<file path="config.mk">
export PLATFORM = sky130hd
export DESIGN_NAME = uncached_dbus_responder
export DESIGN_NICKNAME = d
export VERILOG_FILES = /design/src/rtl/uncached_dbus_responder.sv
export SDC_FILE = /design/constraint.sdc
export NUM_CORES = 1
export LEC_CHECK = 0
export CAP_MARGIN = 15
export CORE_UTILIZATION = 46
export DETAILED_ROUTE_END_ITERATION = 10
export PLACE_DENSITY = 0.8
export SLEW_MARGIN = 20
export SYNTH_ARGS = -nofsm -noshare
export SYNTH_HDL_FRONTEND = slang
export SYNTH_SLANG_ARGS = --single-unit
</file>
<file path="constraint.sdc">
create_clock -name clk -period 3.4 [get_ports clk]
set_input_delay 0.68 -clock clk [delete_from_list [all_inputs] [get_ports clk]]
set_output_delay 0.68 -clock clk [all_outputs]
set_load 0.005 [all_outputs]
</file>
<file path="src/rtl/uncached_dbus_responder.sv">
// Uncached CPU data-bus responder.
// CPU requests are queued in a small FIFO and replayed one at a time to the
// downstream memory port. Each request gets exactly one data_ok pulse, and
// these pulses come back in the order the requests were accepted.
//
// Handshake rules:
//   - CPU side: a request transfers on a cycle where req && addr_ok are both 1.
//     addr_ok depends only on FIFO occupancy, never on req.
//   - Memory side: a request transfers on a cycle where mem_req && mem_addr_ok
//     are both 1. mem_* fields hold steady while mem_req=1 waits for mem_addr_ok.
//     A completion is the single cycle where mem_data_ok=1 while a request is
//     outstanding. At most one memory request is outstanding at a time.
module uncached_dbus_responder #(
  parameter int DEPTH = 2
) (
  input  logic        clk,
  input  logic        reset,
  input  logic        req,
  input  logic        wr,
  input  logic [1:0]  size,
  input  logic [19:0] tag,
  input  logic [7:0]  index,
  input  logic [3:0]  offset,
  input  logic [3:0]  wstrb,
  input  logic [31:0] wdata,
  output logic        addr_ok,
  output logic        data_ok,
  output logic [31:0] rdata,
  output logic        mem_req,
  output logic        mem_wr,
  output logic [1:0]  mem_size,
  output logic [31:0] mem_addr,
  output logic [3:0]  mem_wstrb,
  output logic [31:0] mem_wdata,
  input  logic        mem_addr_ok,
  input  logic        mem_data_ok,
  input  logic [31:0] mem_rdata,
  output logic [1:0]  dbg_state
);

  localparam int PW = (DEPTH > 1) ? $clog2(DEPTH) : 1;
  localparam logic [PW:0] DEPTH_C = DEPTH[PW:0];

  typedef struct packed {
    logic        wr;
    logic [1:0]  size;
    logic [31:0] addr;
    logic [3:0]  wstrb;
    logic [31:0] wdata;
  } req_t;

  typedef enum logic [1:0] {
    ISSUE = 2'd0,
    WAIT  = 2'd1,
    RESP  = 2'd2
  } state_t;

  state_t        state, state_next;
  req_t          fifo_mem [DEPTH];
  logic [PW-1:0] wr_ptr, rd_ptr;
  logic [PW:0]   count;
  logic          fifo_empty;
  logic          push, pop;
  req_t          push_entry;
  req_t          head;

  // FIFO status and the CPU-side handshake; no bypass, so a full FIFO
  // refuses even in the cycle its head is being popped.
  assign fifo_empty = (count == '0);
  assign addr_ok    = (count != DEPTH_C);
  assign push       = req && addr_ok;
  assign pop        = (state == RESP);

  // Reads never carry byte enables into the queue.
  always_comb begin
    push_entry       = '0;
    push_entry.wr    = wr;
    push_entry.size  = size;
    push_entry.addr  = {tag, index, offset};
    push_entry.wstrb = wr ? wstrb : 4'b0000;
    push_entry.wdata = wdata;
  end

  // FIFO storage; contents need no reset because occupancy gates every read.
  always_ff @(posedge clk) begin
    if (push) begin
      fifo_mem[wr_ptr] <= push_entry;
    end
  end

  // FIFO pointers and occupancy; pointers wrap naturally since DEPTH is 2^PW.
  always_ff @(posedge clk) begin
    if (reset) begin
      wr_ptr <= '0;
      rd_ptr <= '0;
      count  <= '0;
    end else begin
      if (push) begin
        wr_ptr <= wr_ptr + 1'b1;
      end
      if (pop) begin
        rd_ptr <= rd_ptr + 1'b1;
      end
      case ({push, pop})
        2'b10:   count <= count + 1'b1;
        2'b01:   count <= count - 1'b1;
        default: count <= count;
      endcase
    end
  end

  // The head entry drives the memory request fields continuously; it only
  // changes on a pop, which cannot happen while ISSUE is presenting it.
  assign head      = fifo_mem[rd_ptr];
  assign mem_wr    = head.wr;
  assign mem_size  = head.size;
  assign mem_addr  = head.addr;
  assign mem_wstrb = head.wstrb;
  assign mem_wdata = head.wdata;

  // FSM state register.
  always_ff @(posedge clk) begin
    if (reset) begin
      state <= ISSUE;
    end else begin
      state <= state_next;
    end
  end

  // FSM next state and handshake outputs.
  always_comb begin
    state_next = state;
    mem_req    = 1'b0;
    data_ok    = 1'b0;
    case (state)
      ISSUE: begin
        mem_req = !fifo_empty;
        if (!fifo_empty && mem_addr_ok) begin
          state_next = WAIT;
        end
      end
      WAIT: begin
        if (mem_data_ok) begin
          state_next = RESP;
        end
      end
      RESP: begin
        data_ok    = 1'b1;
        state_next = ISSUE;
      end
      default: begin
        state_next = ISSUE;
      end
    endcase
  end

  // Read data register: loaded on every completion, writes included.
  always_ff @(posedge clk) begin
    if (reset) begin
      rdata <= '0;
    end else if ((state == WAIT) && mem_data_ok) begin
      rdata <= mem_rdata;
    end
  end

  assign dbg_state = state;

endmodule
</file>
==> results of run 1 <==
==> power groups by stage <==
stage	combinational (mW)	sequential (mW)	clock, mW
6_report	0.586	2.59	1.97
5_1_grt	0.632	2.60	2.10
4_1_cts	0.594	2.59	2.01
3_5_place_dp	0.590	2.64	0
3_3_place_gp	0.576	2.63	0
2_1_floorplan	0.208	2.63	0
==> per-stage QoR <==
step / cell area (um2) / std cells
after floorplan: 6540 / 397
after global placement: 8910 / 779
after detailed placement: 8910 / 779
after CTS: 9510 / 811
after global routing: 9510 / 811
final: 9510 / 811
==> cells by family (layout without fill, tap and decap cells) <==
kind of cell,count (synthesis),count (layout)
AO/OA/AOI/OAI,37,37
XOR/XNOR,3,3
adder cells (fa/ha/maj),1,1
buffers and inverters,20,254
flip-flops,181,181
multiplexers,71,71
AND/OR/NAND/NOR,84,84
==> cells in the final DEF (no fill, tap or decap), types with 2 or more instances in the layout <==
cell / count
clkbuf_16: 17
clkdlybuf4s50_1: 215
buf_12: 3
inv_6: 2
a21oi_1: 35
xnor2_1: 2
dfxtp_1: 38
nand2_1: 65
edfxtp_1: 142
nor2_1: 5
and2_1: 4
bufinv_16: 3
clkinv_4: 5
nand3b_1: 2
buf_4: 3
mux2_2: 71
clkinvlp_4: 3
==> area by class of cell <==
class / instances / area [um2] / area share (%)
Tap cell: 180 / 225 / 2.37
Clock inverter: 14 / 179 / 1.88
Timing Repair Buffer: 221 / 2230 / 23.5
Clock buffer: 18 / 429 / 4.51
Sequential cell: 181 / 5050 / 53.1
Multi-Input combinational cell: 196 / 1390 / 14.7
Inverter: 1 / 3.75 / 0.0395
==> flip-flops by register name (all words and copies together) (netlist names), named ones only <==
signal,flops
count,2
dbg_state,2
fifo_mem,142
rd_ptr,1
rdata,32
wr_ptr,1
==> metal layers <==
metal | vias up | share of wire [%] | wire length, um
li1 | 1903 | - | -
met1 | 1911 | 40 | 5290
met2 | 173 | 49 | 6550
met3 | 18 | 9.5 | 1260
met4 | 0 | 1.3 | 173
met5 | - | 0 | 0
==> worst max path at each step <==
| stage | cells after the start | end | slack [ns] | from |
|---|---|---|---|---|
| floorplan | 1 | fifo_mem[1][0] | 0.57 | req |
| global placement | 3 | mem_wdata[5] | 0.93 | register |
| detailed placement | 3 | mem_wdata[5] | 0.91 | register |
| CTS | 3 | mem_addr[24] | 0.44 | register |
| global route | 3 | mem_addr[24] | 0.38 | register |
| finish | 3 | mem_addr[24] | 0.49 | register |
==> worst max-delay path, cell delays in order (launching register included) <==
cell	delay, ns
dfxtp_4	0.66
buf_12	0.29
mux2_2	0.36
clkdlybuf4s50_1	0.49
==> results.tsv, run 1 <==
stage	metric	value	unit
status	outcome	complete, no violations	
synthesis	synthDistinctLibCells	26	
worst_setup_path	required	2.72	ns
global_routing	grtUsageMet1	21.6	%
synthesis	postSynth.asyncResetShare	0	%
floorplan	die_h	121	um
synthesis	synth_ff_type	edfxtp_1	
worst_setup_path	crit_arrival	2.23	ns
worst_setup_path	reg2reg_slack	1.53	ns
worst_hold_path	min-delay-start	rdata[4]	
clocking	post_cts.repair.setup_buffers	0	
sta	rsz0062_at_grt	no	
power_and_ir_drop	power	5.14	mW
synthesis	synth_top_family_by_area	multiplexers	
synthesis	synth_seq_cells	181	
global_routing	first_global_vias	4115	
placed_design	gp_congestion	0.742	
synthesis	yosys_warnings	0	
clocking	htreeDepth	4	
power_and_ir_drop	clkPwrFrac	38.3	%
worst_setup_path	end_kind	output port	
sta	finalSetupViolCount	0	
worst_setup_path	timing.rr.end	fifo_mem[1][46]	
synthesis	synth_most_common_cell	edfxtp_1	
floorplan	num_rows	43	
detailed_routing	routed_wl	13300	um
global_routing	grt_use_met3	7.28	%
layout	final_nets	727	
sta	slew_headroom	60.6	%
synthesis	yosysTopAreaCell	edfxtp_1	
synthesis	ys_seq_area_share	77.2	%
worst_setup_path	worstSetupPathType	register to output port	
layout	diodes	0	
layout	final_util	68.5	%
clocking	cts_resized	0	
power_and_ir_drop	cellPowerDensity	541	nW/um2
layout	area_delta_synth_final	45.5	%
synthesis	netlist_area	6540	um2
floorplan	chipWidth	121	um
worst_hold_path	hp-class	register to register	
power_and_ir_drop	p_leak	3.20	nW
clocking	cts_tree	yes	
clocking	root_buffer	clkbuf_16	
global_routing	overflow	0	
power_and_ir_drop	p_int	4.08	mW
global_routing	grt_use_met2	31.9	%
clocking	clockBufferDepth	2	
worst_setup_path	r2r_cells	3	
detailed_routing	wire_per_inst	16.4	um
synthesis	synth_fa_ha_area_share	0.191	%
layout	final_layout_size_suffix_gt1_share	17.9	%
synthesis	synth_xor_xnor_area_share	0.402	%
detailed_routing	first_pass_iters	6	
synthesis	synth_top_area_share	65.2	%
global_routing	antenna_found_initial	0	
sta	timing.hold.ws	0.454	ns
detailed_routing	num_vias	4005	
detailed_routing	vias_per_cell	4.94	
sta	slew_violations	0	
sta	worstMarginPinSlew	0.592	ns
floorplan	ioPinCount	216	
sta	finalCriticalPeriod	2.91	ns
floorplan	core_area	13900	um2
power_and_ir_drop	swShare	20.7	%
power_and_ir_drop	pwr-share-comb	11.4	%
synthesis	synth_compound_area_share	2.91	%
synthesis	synthCells	397	
sta	fin_crit_sh	85.7	%
floorplan	die_area	14700	um2
clocking	clock-sinks	181	
synthesis	synth_common_cells	edfxtp_1, mux2_2, nand2_1	
layout	fillCellCount	932	
synthesis	synth.area.mux_share	12.2	%
worst_hold_path	holdPathEnd	rdata[4]	
worst_setup_path	r2r_start	count[0]	
detailed_routing	drt_iter0_markers	244	
power_and_ir_drop	max-vdd-ir-drop	302	uV
synthesis	synth_area_per_cell	16.5	um2
global_routing	grt.busiest_layer	met2	
worst_setup_path	start_kind	register	
global_routing	track_usage	18.8	%
placed_design	io_buffers	215	
job	maxCapViolCount	0	
worst_hold_path	hold_depth	2	
sta	hold_viol	0	
detailed_routing	drc_errors	0	
sta	fmaxAchievable	0.343	GHz
clocking	cts_buffers	17	
clocking	holdBufCountCts	0	
clocking	insertion_delay	0.42	ns
synthesis	synth_edf_count	142	
placed_design	dp_hpwl	9160	um
worst_setup_path	cp_max_fo	38	
sta	skew	0.00545	ns
sta	fin_setup_tns	0	ns
power_and_ir_drop	netSwitchingPower	1.07	mW
synthesis	syn-num-nets	506	
detailed_routing	ant_nets	0	
global_routing	grt_max_degree	72	
floorplan	start_util	47.1	%
clocking	path_clk_slew	0.06	ns
power_and_ir_drop	seq_power_share	50.3	%
sta	fin_ws	0.487	ns
synthesis	yosys-top-cells-area	edfxtp_1, mux2_2, dfxtp_1	
placed_design	pre_cts_ws	0.911	ns
synthesis	synthSimpleGateAreaFrac	5.51	%
global_routing	grt_pass1_wl	20600	um
Note: power is estimated with default switching activity, not from simulation.
==> run 2, diff against run 1 <==
Settings changed: SKIP_LAST_GASP set to 1.
==> results of run 2 <==
The final DEF is identical to that of run 1; final timing and power are the same.
==> run 3, diff against run 2 <==
Settings changed: CORE_MARGIN set to 3.
==> run 3 against run 2 <==
Compared with the run above:
- die area increased by 6.7%
- clock-buffer cell count is 1 higher
- utilization up 1.5 points
- flip-flop and latch count unchanged
- final cell count is 0.74% lower
- critical path depth unchanged
- maximum frequency is 2.6% higher
- worst setup slack improved by 0.074 ns
- via count grew 0.72%
- combinational power grew 1%
==> results.tsv, run 3 (synthesis gave the netlist of run 1 again) <==
stage	metric	value	unit	change
sta	hold_viol	0		unchanged
job	maxCapViolCount	0		unchanged
floorplan	start_util	48.2	%	was 47.1%
worst_hold_path	hp-class	register to register		unchanged
sta	worstMarginPinSlew	0.707	ns	was 0.592 ns
clocking	cts_buffers	17		unchanged
clocking	clockBufferDepth	2		unchanged
sta	fin_ws	0.560	ns	was 0.487 ns
clocking	holdBufCountCts	0		unchanged
detailed_routing	vias_per_cell	5.01		was 4.94
layout	final_common_cell	clkdlybuf4s50_1		unchanged
detailed_routing	routed_wl	13900	um	was 13300 um
layout	finalInstanceArea	9490	um2	was 9510 um2
placed_design	dp_hpwl	9620	um	was 9160 um
placed_design	io_buffers	215		unchanged
layout	largest_register_ff_count	142		unchanged
floorplan	core_area	13600	um2	was 13900 um2
detailed_routing	ant_nets	0		unchanged
global_routing	track_usage	17.9	%	was 18.8%
clocking	post_cts.repair.setup_buffers	0		unchanged
sta	finalCriticalPeriod	2.84	ns	was 2.91 ns
sta	fmaxAchievable	0.352	GHz	was 0.343 GHz
layout	final_nets	727		unchanged
worst_setup_path	cp_cell_sequence	buf_12, mux2_2, clkdlybuf4s50_1		unchanged
worst_setup_path	cp_top_family	buffers and inverters		unchanged
layout	area_delta_synth_final	45.2	%	was 45.5%
layout	regMostFlops	fifo_mem		unchanged
sta	fin_setup_tns	0	ns	unchanged
layout	top_regs	fifo_mem x142, rdata x32		unchanged
global_routing	overflow	0		unchanged
floorplan	chipWidth	125	um	was 121 um
worst_setup_path	cp_max_fo	46		was 38
power_and_ir_drop	clkPwrFrac	38.1	%	was 38.3%
clocking	path_clk_slew	0.06	ns	about the same
clocking	cts_resized	0		unchanged
layout	layout_common_cells	clkdlybuf4s50_1, edfxtp_1, mux2_2		unchanged
placed_design	pre_cts_ws	0.960	ns	was 0.911 ns
sta	finalSetupViolCount	0		unchanged
worst_setup_path	crit_buf_inv	2		unchanged
worst_setup_path	crit_arrival	2.16	ns	was 2.23 ns
floorplan	num_rows	42		was 43
global_routing	grt_max_degree	72		unchanged
clocking	htreeDepth	4		unchanged
global_routing	antenna_found_initial	0		unchanged
global_routing	grt_pass1_wl	21800	um	was 20600 um
detailed_routing	routed-wl-met2	6990	um	was 6550 um
detailed_routing	wire_per_inst	17.3	um	was 16.4 um
layout	final_layout_size_suffix_gt1_share	17.0	%	was 17.9%
status	outcome	complete, no violations		unchanged
power_and_ir_drop	p_leak	3.21	nW	was 3.20 nW
worst_setup_path	start_kind	register		unchanged
sta	skew	0.00662	ns	was 0.00545 ns
sta	slew_violations	0		unchanged
power_and_ir_drop	p_int	4.13	mW	was 4.08 mW
clocking	insertion_delay	0.41	ns	was 0.42 ns
worst_setup_path	required	2.72	ns	about the same
detailed_routing	wl_met1	5410	um	was 5290 um
detailed_routing	drt_iter0_markers	301		was 244
power_and_ir_drop	seq_power_share	50.3	%	about the same
worst_setup_path	crit_path_max_incr_delay	0.57	ns	was 0.66 ns
floorplan	ioPinCount	216		unchanged
worst_setup_path	cp_slowest_cell	dfxtp_4		unchanged
sta	rsz0062_at_grt	no		unchanged
detailed_routing	drc_errors	0		unchanged
clocking	root_buffer	clkbuf_16		unchanged
clocking	clock-sinks	181		unchanged
worst_setup_path	end_kind	output port		unchanged
detailed_routing	wl_met3	1380	um	was 1260 um
layout	diodes	0		unchanged
placed_design	placed_cell_area	8900	um2	was 8910 um2
detailed_routing	top_layer	met4		unchanged
power_and_ir_drop	netSwitchingPower	1.02	mW	was 1.07 mW
power_and_ir_drop	max-vdd-ir-drop	283	uV	was 302 uV
global_routing	first_global_vias	4165		was 4115
floorplan	die_h	125	um	was 121 um
detailed_routing	first_pass_iters	4		was 6
power_and_ir_drop	cellPowerDensity	542	nW/um2	was 541 nW/um2
sta	slew_headroom	52.7	%	was 60.6%
power_and_ir_drop	pwr-share-comb	11.6	%	was 11.4%
power_and_ir_drop	swShare	19.7	%	was 20.7%
sta	fin_crit_sh	83.5	%	was 85.7%
detailed_routing	num_vias	4034		was 4005
clocking	cts_tree	yes		unchanged
floorplan	die_area	15700	um2	was 14700 um2
worst_setup_path	worstSetupPathType	register to output port		unchanged
placed_design	gp_congestion	0.756		was 0.742
run 3: through the flow:
stage | cells | hold slack, ns | utilization, % | total power [mW]
5_1_grt | 805 | 0.472 | 70.0 | 5.33
3_5_place_dp | 775 | 0.448 | 65.7 | 3.24
2_1_floorplan | 397 | 0.453 | - | 2.84
3_3_place_gp | 775 | 0.442 | 65.7 | 3.22
6_report | 805 | 0.454 | 70.0 | 5.14
4_1_cts | 805 | 0.455 | 70.0 | 5.20
run 3: worst reg2reg max path, stage by stage, from the launching register on:
cell and delay (ns):
dfxtp_1 0.40, nand2b_1 0.22, and3_4 0.57, buf_12 0.33
run 3: final cells by class:
cell class,count,area [um2]
Inverter,1,3.75
Multi-Input combinational cell,196,1390
Fill cell,913,4070
Clock buffer,19,433
Timing Repair Buffer,221,2230
Clock inverter,11,159
Sequential cell,181,5050
Tap cell,176,220
run 3: metal layers:
layer	GRT usage [%]	up-vias
met5	0	-
met4	5.55	0
met3	7.76	16
met2	30.1	175
met1	20.7	1944
li1	-	1899
run 3: worst paths after layout:
check	cells past startpoint	slack [ns]	from	to
min	2	0.45	rdata[28]	rdata[28]
min reg2reg	2	0.45	rdata[28]	rdata[28]
max	3	0.56	register	mem_addr[24]
max reg2reg	3	1.56	count[0]	fifo_mem[1][70]
run 3: power groups by stage:
stage | clock (mW) | combinational (mW) | sequential [mW]
after floorplan | 0 | 0.208 | 2.63
after global placement | 0 | 0.590 | 2.63
after detailed placement | 0 | 0.600 | 2.64
after CTS | 2.00 | 0.606 | 2.59
after global routing | 2.09 | 0.640 | 2.60
final | 1.96 | 0.594 | 2.59
